[src/rtl/ppu_pkg.sv]
// Shared definitions for the PPU CPU register window: register offsets, PPUCTRL bits,
// VRAM port FSM states and the 14-bit PPU address type.
package ppu_pkg;

    localparam logic [2:0] PPUCTRL   = 3'd0;
    localparam logic [2:0] PPUMASK   = 3'd1;
    localparam logic [2:0] PPUSTATUS = 3'd2;
    localparam logic [2:0] OAMADDR   = 3'd3;
    localparam logic [2:0] OAMDATA   = 3'd4;
    localparam logic [2:0] PPUSCROLL = 3'd5;
    localparam logic [2:0] PPUADDR   = 3'd6;
    localparam logic [2:0] PPUDATA   = 3'd7;

    localparam int NMI_EN = 7;
    localparam int INC32  = 2;

    typedef enum logic [1:0] {IDLE, REQ, ACC, WAIT} vram_fsm_t;

    typedef logic [13:0] vram_addr_t;

    // One queued $2007 access; dir=1 is a write.
    typedef struct packed {
        logic       dir;
        vram_addr_t addr;
        logic [7:0] data;
    } vram_op_t;

    // PPUDATA address step; the 14-bit type gives the wrap for free.
    function automatic vram_addr_t vram_step(input vram_addr_t a, input logic inc32);
        return a + (inc32 ? 14'd32 : 14'd1);
    endfunction

endpackage

[src/rtl/ppu_vram_port.sv]
// Single-beat PPU-bus master for $2007 accesses, with a one-deep pending slot.
// Latency: enqueue -> REQ next CLK, one ACC CLK after grant, reads add VRAM_RD_LAT CLKs.
// Backpressure: waits on vram_gnt; a third outstanding access is dropped and flags overrun.
module ppu_vram_port
    import ppu_pkg::*;
#(
    parameter int VRAM_RD_LAT = 1
) (
    input  logic       clk,
    input  logic       rst_n,
    input  logic       enqueue,
    input  logic       dir,
    input  vram_addr_t addr,
    input  logic [7:0] wdata,
    output logic       vram_req,
    input  logic       vram_gnt,
    output vram_addr_t ppu_addr,
    output logic [7:0] ppu_data_out,
    input  logic [7:0] ppu_data_in,
    output logic       ppu_read,
    output logic       ppu_write,
    output logic       rdata_valid,
    output logic [7:0] rdata,
    output logic       overrun
);

    localparam int CW = (VRAM_RD_LAT > 1) ? $clog2(VRAM_RD_LAT) : 1;

    vram_fsm_t      state;
    vram_op_t       cur;
    vram_op_t       pend;
    logic           pend_vld;
    logic [CW-1:0]  lat_cnt;
    vram_op_t       new_op;

    assign new_op = '{dir: dir, addr: addr, data: wdata};

    always_ff @(posedge clk or negedge rst_n) begin
        if (!rst_n) begin
            state    <= IDLE;
            cur      <= '0;
            pend     <= '0;
            pend_vld <= 1'b0;
            lat_cnt  <= '0;
            overrun  <= 1'b0;
        end else begin
            if (state == IDLE) begin
                // Pending slot drains first; a same-cycle enqueue refills it.
                if (pend_vld) begin
                    cur      <= pend;
                    state    <= REQ;
                    pend_vld <= enqueue;
                    if (enqueue)
                        pend <= new_op;
                end else if (enqueue) begin
                    cur   <= new_op;
                    state <= REQ;
                end
            end else begin
                if (enqueue) begin
                    if (!pend_vld) begin
                        pend     <= new_op;
                        pend_vld <= 1'b1;
                    end else begin
                        overrun <= 1'b1;
                    end
                end
                case (state)
                    REQ: if (vram_gnt) state <= ACC;
                    ACC: begin
                        state   <= cur.dir ? IDLE : WAIT;
                        lat_cnt <= CW'(VRAM_RD_LAT - 1);
                    end
                    WAIT: begin
                        if (lat_cnt == '0)
                            state <= IDLE;
                        else
                            lat_cnt <= lat_cnt - 1'b1;
                    end
                    default: state <= IDLE;
                endcase
            end
        end
    end

    assign vram_req     = (state != IDLE);
    assign ppu_addr     = cur.addr;
    assign ppu_data_out = cur.data;
    assign ppu_write    = (state == ACC) &&  cur.dir;
    assign ppu_read     = (state == ACC) && !cur.dir;
    assign rdata_valid  = (state == WAIT) && (lat_cnt == '0);
    assign rdata        = ppu_data_in;

endmodule

[src/rtl/ppu_cpu_regs.sv]
// CPU-side PPU register window $2000-$2007: control/scroll/address state, status, NMI.
// Latency: register writes visible next CLK, reads combinational; $2007 via ppu_vram_port.
// Backpressure: none toward the CPU; excess $2007 traffic is dropped and DBG_OVERRUN set.
module ppu_cpu_regs
    import ppu_pkg::*;
#(
    parameter int VRAM_RD_LAT = 1
) (
    input  logic        CLK,
    input  logic        RESET_n,
    input  logic        CPU_STB,
    input  logic [2:0]  CPU_ADDR,
    input  logic [7:0]  CPU_DATA_IN,
    input  logic        CPU_wren,
    input  logic        CPU_rden,
    output logic [7:0]  CPU_DATA_OUT,
    input  logic        VBLANK_SET,
    input  logic        VBLANK_CLR,
    input  logic        SPR0_HIT_SET,
    input  logic        SPR_OVF_SET,
    output logic        NMI_n,
    output logic [7:0]  CTRL,
    output logic [7:0]  MASK,
    output logic [7:0]  SCROLL_X,
    output logic [7:0]  SCROLL_Y,
    output logic [7:0]  OAM_ADDR,
    output logic        OAM_WE,
    output logic [7:0]  OAM_WDATA,
    input  logic [7:0]  OAM_RDATA,
    output logic        VRAM_REQ,
    input  logic        VRAM_GNT,
    output logic [13:0] PPU_ADDR,
    output logic [7:0]  PPU_DATA_OUT,
    input  logic [7:0]  PPU_DATA_IN,
    output logic        PPU_READ,
    output logic        PPU_WRITE,
    output logic        DBG_OVERRUN
);

    logic       wr, rd;
    logic       w;
    vram_addr_t t, v;
    logic [7:0] io_latch;
    logic [7:0] rd_buf;
    logic       vblank, spr0, ovf;
    logic       vram_enq;
    logic       rdata_valid;
    logic [7:0] rdata;

    // Write wins when both qualifiers are set.
    assign wr       = CPU_STB && CPU_wren;
    assign rd       = CPU_STB && !CPU_wren && CPU_rden;
    assign vram_enq = (wr || rd) && (CPU_ADDR == PPUDATA);

    always_comb begin
        CPU_DATA_OUT = io_latch;
        case (CPU_ADDR)
            PPUSTATUS: CPU_DATA_OUT = {vblank, spr0, ovf, io_latch[4:0]};
            OAMDATA:   CPU_DATA_OUT = OAM_RDATA;
            PPUDATA:   CPU_DATA_OUT = rd_buf;
            default:   CPU_DATA_OUT = io_latch;
        endcase
    end

    always_ff @(posedge CLK or negedge RESET_n) begin
        if (!RESET_n) begin
            CTRL      <= '0;
            MASK      <= '0;
            SCROLL_X  <= '0;
            SCROLL_Y  <= '0;
            OAM_ADDR  <= '0;
            OAM_WE    <= 1'b0;
            OAM_WDATA <= '0;
            w         <= 1'b0;
            t         <= '0;
            v         <= '0;
            io_latch  <= '0;
            rd_buf    <= '0;
            vblank    <= 1'b0;
            spr0      <= 1'b0;
            ovf       <= 1'b0;
            NMI_n     <= 1'b1;
        end else begin
            OAM_WE <= wr && (CPU_ADDR == OAMDATA);
            if (wr)
                io_latch <= CPU_DATA_IN;
            else if (rd)
                io_latch <= CPU_DATA_OUT;

            // OAM_ADDR advances after the write pulse so the strobe sees the target slot.
            if (wr && CPU_ADDR == OAMADDR)
                OAM_ADDR <= CPU_DATA_IN;
            else if (OAM_WE)
                OAM_ADDR <= OAM_ADDR + 8'd1;

            if (wr) begin
                case (CPU_ADDR)
                    PPUCTRL: CTRL <= CPU_DATA_IN;
                    PPUMASK: MASK <= CPU_DATA_IN;
                    OAMDATA: OAM_WDATA <= CPU_DATA_IN;
                    PPUSCROLL: begin
                        if (!w) SCROLL_X <= CPU_DATA_IN;
                        else    SCROLL_Y <= CPU_DATA_IN;
                        w <= !w;
                    end
                    PPUADDR: begin
                        if (!w) begin
                            t[13:8] <= CPU_DATA_IN[5:0];
                        end else begin
                            t[7:0] <= CPU_DATA_IN;
                            v      <= {t[13:8], CPU_DATA_IN};
                        end
                        w <= !w;
                    end
                    default: ;
                endcase
            end

            if (rd && CPU_ADDR == PPUSTATUS)
                w <= 1'b0;
            if (vram_enq)
                v <= vram_step(v, CTRL[INC32]);
            if (rdata_valid)
                rd_buf <= rdata;

            // A status read racing VBLANK_SET suppresses the flag for this frame.
            if (VBLANK_CLR || (rd && CPU_ADDR == PPUSTATUS))
                vblank <= 1'b0;
            else if (VBLANK_SET)
                vblank <= 1'b1;
            if (VBLANK_CLR) begin
                spr0 <= 1'b0;
                ovf  <= 1'b0;
            end else begin
                if (SPR0_HIT_SET) spr0 <= 1'b1;
                if (SPR_OVF_SET)  ovf  <= 1'b1;
            end

            NMI_n <= !(vblank && CTRL[NMI_EN]);
        end
    end

    ppu_vram_port #(
        .VRAM_RD_LAT (VRAM_RD_LAT)
    ) u_vram_port (
        .clk          (CLK),
        .rst_n        (RESET_n),
        .enqueue      (vram_enq),
        .dir          (wr),
        .addr         (v),
        .wdata        (CPU_DATA_IN),
        .vram_req     (VRAM_REQ),
        .vram_gnt     (VRAM_GNT),
        .ppu_addr     (PPU_ADDR),
        .ppu_data_out (PPU_DATA_OUT),
        .ppu_data_in  (PPU_DATA_IN),
        .ppu_read     (PPU_READ),
        .ppu_write    (PPU_WRITE),
        .rdata_valid  (rdata_valid),
        .rdata        (rdata),
        .overrun      (DBG_OVERRUN)
    );

endmodule

[config.mk]
export PLATFORM = sky130hd
export DESIGN_NAME = ppu_cpu_regs
export DESIGN_NICKNAME = d
export VERILOG_FILES = /design/src/rtl/ppu_pkg.sv /design/src/rtl/ppu_vram_port.sv /design/src/rtl/ppu_cpu_regs.sv
export SDC_FILE = /design/constraint.sdc
export NUM_CORES = 1
export LEC_CHECK = 0
export CORE_ASPECT_RATIO = 1.2
export CORE_MARGIN = 5
export CORE_UTILIZATION = 57
export CTS_BUF_LIST = sky130_fd_sc_hd__clkbuf_4 sky130_fd_sc_hd__clkbuf_8 sky130_fd_sc_hd__clkbuf_16
export DETAILED_ROUTE_END_ITERATION = 8
export PLACE_DENSITY = 0.85
export RECOVER_POWER = 50
export SETUP_SLACK_MARGIN = 0.05
export SYNTH_ARGS = -nofsm -noshare
export SYNTH_HDL_FRONTEND = slang
export SYNTH_SLANG_ARGS = --single-unit
export TNS_END_PERCENT = 50
[constraint.sdc]
create_clock -name CLK -period 5.4 [get_ports CLK]
set_input_delay 0.54 -clock CLK [delete_from_list [all_inputs] [get_ports CLK]]
set_output_delay 0.54 -clock CLK [all_outputs]
set_load 0.02 [all_outputs]
==> flow_metrics.py <==
metrics = {
    "clock_tree": {
        "cts_inserted_buffers": 17,
        "postCtsSetupRepairBufs": 0,
        "clock_tree.htree_level_count": 4,
        "tritoncts": "done",
        "ctsResizeCount": 0,
        "clk_pin_slew_worst_paths_ps": 60,
        "clk-insertion-delay-late_ps": 420,
        "max-clock-path-buffers": 2,
        "hold_buffer_count_at_cts": 0,
        "clock_tree.root_cell": "clkbuf_16",
        "cts_sinks": 140,
    },
    "global_route": {
        "grt.overflow.total": 0,
        "grt_max_degree": 96,
        "initial_antenna_violation_count": 0,
        "grt_usage_pct": 25.5,
        "global_route_wire_length_before_repair_mm": 27.6,
        "grt_pass1_vias": 5219,
    },
    "placement": {
        "place_congestion": 0.857,
        "placedInstanceArea_um2": 7910,
        "buffer_ports.inserted": 120,
        "placed_cells_incl_taps": 804,
        "dp_hpwl_mm": 11.2,
    },
    "synth": {
        "dominantRegCellSynth": "dfrtp_1",
        "synth_area_per_cell_um2": 11.8,
        "synth_area_leaders": "dfrtp_1 51%, mux2_2 19%, buf_4 3.2%, nor2_1 2.0%, nand2_1 2.0%",
        "yosys.area.top_type_share_pct": 51.2,
        "synth-compound-area-share_pct": 10.3,
        "synth_top_area_cell": "dfrtp_1",
        "yosys_register_bits": 140,
        "synthesis.nets": 622,
        "synth_cells": 577,
        "synthesis.area_um2": 6790,
        "synth_mux_area_share_pct": 19.5,
        "edff_count_synth": 0,
        "ys_seq_area_share_pct": 51.6,
        "synthAdderAreaFrac_pct": 1.62,
        "synthArstFlopShare_pct": 100,
        "synth.lib_cells_used.distinct": 59,
        "synth-xor-area-share_pct": 1.29,
        "simple_gate_area_share_of_the_yosys_netlist_pct": 9.80,
        "combinational_family_with_the_most_area_after_synthesis": "multiplexers",
        "synth.yosys.warnings": 0,
    },
    "setup_path": {
        "startpoint_type": "input pin",
        "timing.setup.critical_path_class": "in -> out",
        "worst_ep_required_time_ps": 4860,
        "reg2reg_slack_ps": 2650,
        "setup.worst_path.end_class": "primary output",
        "arrival_ps": 3160,
        "crit_fanout": 21,
    },
    "drt": {
        "antenna_left": 0,
        "postRouteWirelength_mm": 17.3,
        "route.detailed.vias_per_inst": 6.02,
        "drt-pass1-iter-count": 5,
        "detailroute.via_count": 5032,
        "route.detailed.wl_per_inst_um": 20.7,
        "detail_route.drc_violations": 0,
        "drt_first_iter_violations": 460,
    },
    "timing": {
        "post-route-min-period_ps": 3700,
        "final.hold.worst_slack_ps": 206,
        "finalHoldViolations": 0,
        "max-slew-margin-rel_pct": -63.1,
        "fmax_ghz": 0.271,
        "timing.setup.tns_ps": 0,
        "rsz0062_at_grt": "no",
        "tightest_slew_ps": 2450,
        "setup-violations-final": 0,
        "finalClockSkew_ps": 5.87,
        "report.final.slew_viol_count": 47,
        "final.period_utilization_pct": 68.4,
    },
    "final_layout": {
        "regArea_um2": 3500,
        "post_route_cells_drive_above_1_share_pct": 25.2,
        "area_delta_synth_final_pct": 25.8,
        "final_std_cell_area_no_fill_um2": 8550,
        "finish.net_count": 711,
        "most_common_cell_after_layout_fill_and_taps_aside": "dfrtp_1",
        "layoutNonFillerInstCount": 836,
        "multi_input_gate_area_um2": 2890,
        "n_antenna_cell": 0,
        "nFillCells": 786,
        "fin_util_pct": 73.6,
        "most-common-layout-cells": "139 x dfrtp_1, 114 x mux2_2, 87 x clkdlybuf4s50_1",
    },
    "status": {
        "violated_checks": "max-capacitance violations, max-slew violations",
        "status": "complete, but fails checks",
    },
    "floorplanning": {
        "area_of_the_die_um2": 14200,
        "io_pins": 121,
        "fp.coreArea_um2": 11600,
        "floorplan.initialDensity_pct": 58.5,
        "fp.dieH_um": 130,
        "die_span_in_x_um": 110,
        "fp-row-count": 43,
    },
    "power": {
        "ir_drop_uv": 241,
        "leakage_nw": 3.75,
        "pwr_density_nw_per_um2": 483,
    },
    "flow_run": {
        "max-cap-violations": 1,
    },
    "worst_hold_path": {
        "holdCritPathClass": "in -> async",
    },
}
logic make-up (layout without fill, tap and decap cells):
| kind of cell | Yosys count | after routing |
|---|---|---|
| fa+ha+maj | 9 | 9 |
| flops | 140 | 140 |
| mux | 118 | 118 |
| buf+inv | 75 | 177 |
| compound gates | 95 | 95 |
| simple gates | 130 | 130 |
| xor+xnor | 10 | 10 |
worst paths after layout:
| kind | startpoint | to | depth (start not counted) |
|---|---|---|---|
| worst min register to register | CTRL[7]$_DFFE_PN0P_ | NMI_n$_DFF_PN1_ | 1 |
| min in group CLK | CTRL[7]$_DFFE_PN0P_ | NMI_n$_DFF_PN1_ | 1 |
| worst max register to register | u_vram_port.pend_vld$_DFFE_PN0P_ | u_vram_port.pend[19]$_DFFE_PN0P_ | 3 |
| max in group asynchronous | RESET_n | u_vram_port.ppu_data_out[7]$_DFFE_PN0P_ | 2 |
| worst max-delay path | CPU_ADDR[1] | CPU_DATA_OUT[6] | 5 |
| worst min-delay path | RESET_n | u_vram_port.pend[19]$_DFFE_PN0P_ | 1 |
power by group:
part | internal, mW | switching (mW) | leakage, nW
clock network | 0.818 | 0.457 | 0.309
logic | 0.646 | 0.612 | 1.68
registers | 1.36 | 0.238 | 1.76
total | 2.82 | 1.31 | 3.75
synth_stat cells (3+ instances only):
master,instances
a311oi_1,4
ha_1,8
buf_2,8
nor3_1,5
mux2_2,114
and3b_1,5
a31oi_1,10
mux2i_1,4
o21ai_0,21
nand2b_1,7
and2_1,3
o311ai_0,3
dfrtp_1,139
o22ai_1,3
nand2_1,36
o221a_2,5
o31a_1,12
nand4_1,5
a211oi_1,6
a31o_2,3
buf_4,29
xnor2_1,8
o221ai_1,3
a21oi_1,8
nor2_1,37
nand3_1,9
nor3_2,3
a221o_1,3
inv_1,20
clkbuf_1,18
final cells by class:
| type | count | area share, % |
|---|---|---|
| clock buffers | 17 | 4.98 |
| clock inverters | 15 | 2.61 |
| inverters | 20 | 0.878 |
| multi-input cells | 362 | 33.8 |
| flip-flops and latches | 140 | 41.0 |
| well taps | 157 | 2.30 |
| repair buffers | 125 | 14.5 |
state kept, by name, summed over array words and instances (netlist names), 2 cells and up:
signal                    count
CTRL                          8
MASK                          8
OAM_ADDR                      8
OAM_WDATA                     8
SCROLL_X                      8
SCROLL_Y                      8
io_latch                      8
rd_buf                        8
t                             6
u_vram_port.pend             23
u_vram_port.ppu_addr         14
u_vram_port.ppu_data_out      8
u_vram_port.state             2
v                            14
per-layer routing:
layer  global-route usage (%)  vias up  share of wire, %
met5                        0        -                 0
met4                     12.3        0               4.2
met1                     31.2     2477                39
met3                     7.47       55               7.3
li1                         -     2236                 -
met2                     41.5      264                50
metrics by stage:
stage          setup WS, ps  power (mW)
6_report               1700        4.13
5_1_grt                1620        4.33
4_1_cts                1760        4.18
3_5_place_dp           1650        2.87
3_3_place_gp           1740        2.82
2_1_floorplan          3290        2.39
critical path, stage by stage:
cell and delay, ps:
clkdlybuf4s50_1 980, inv_1 240, maj3_1 430, a221o_1 390, clkdlybuf4s50_1 560
No activity file was read; power rests on OpenSTA's default activity.
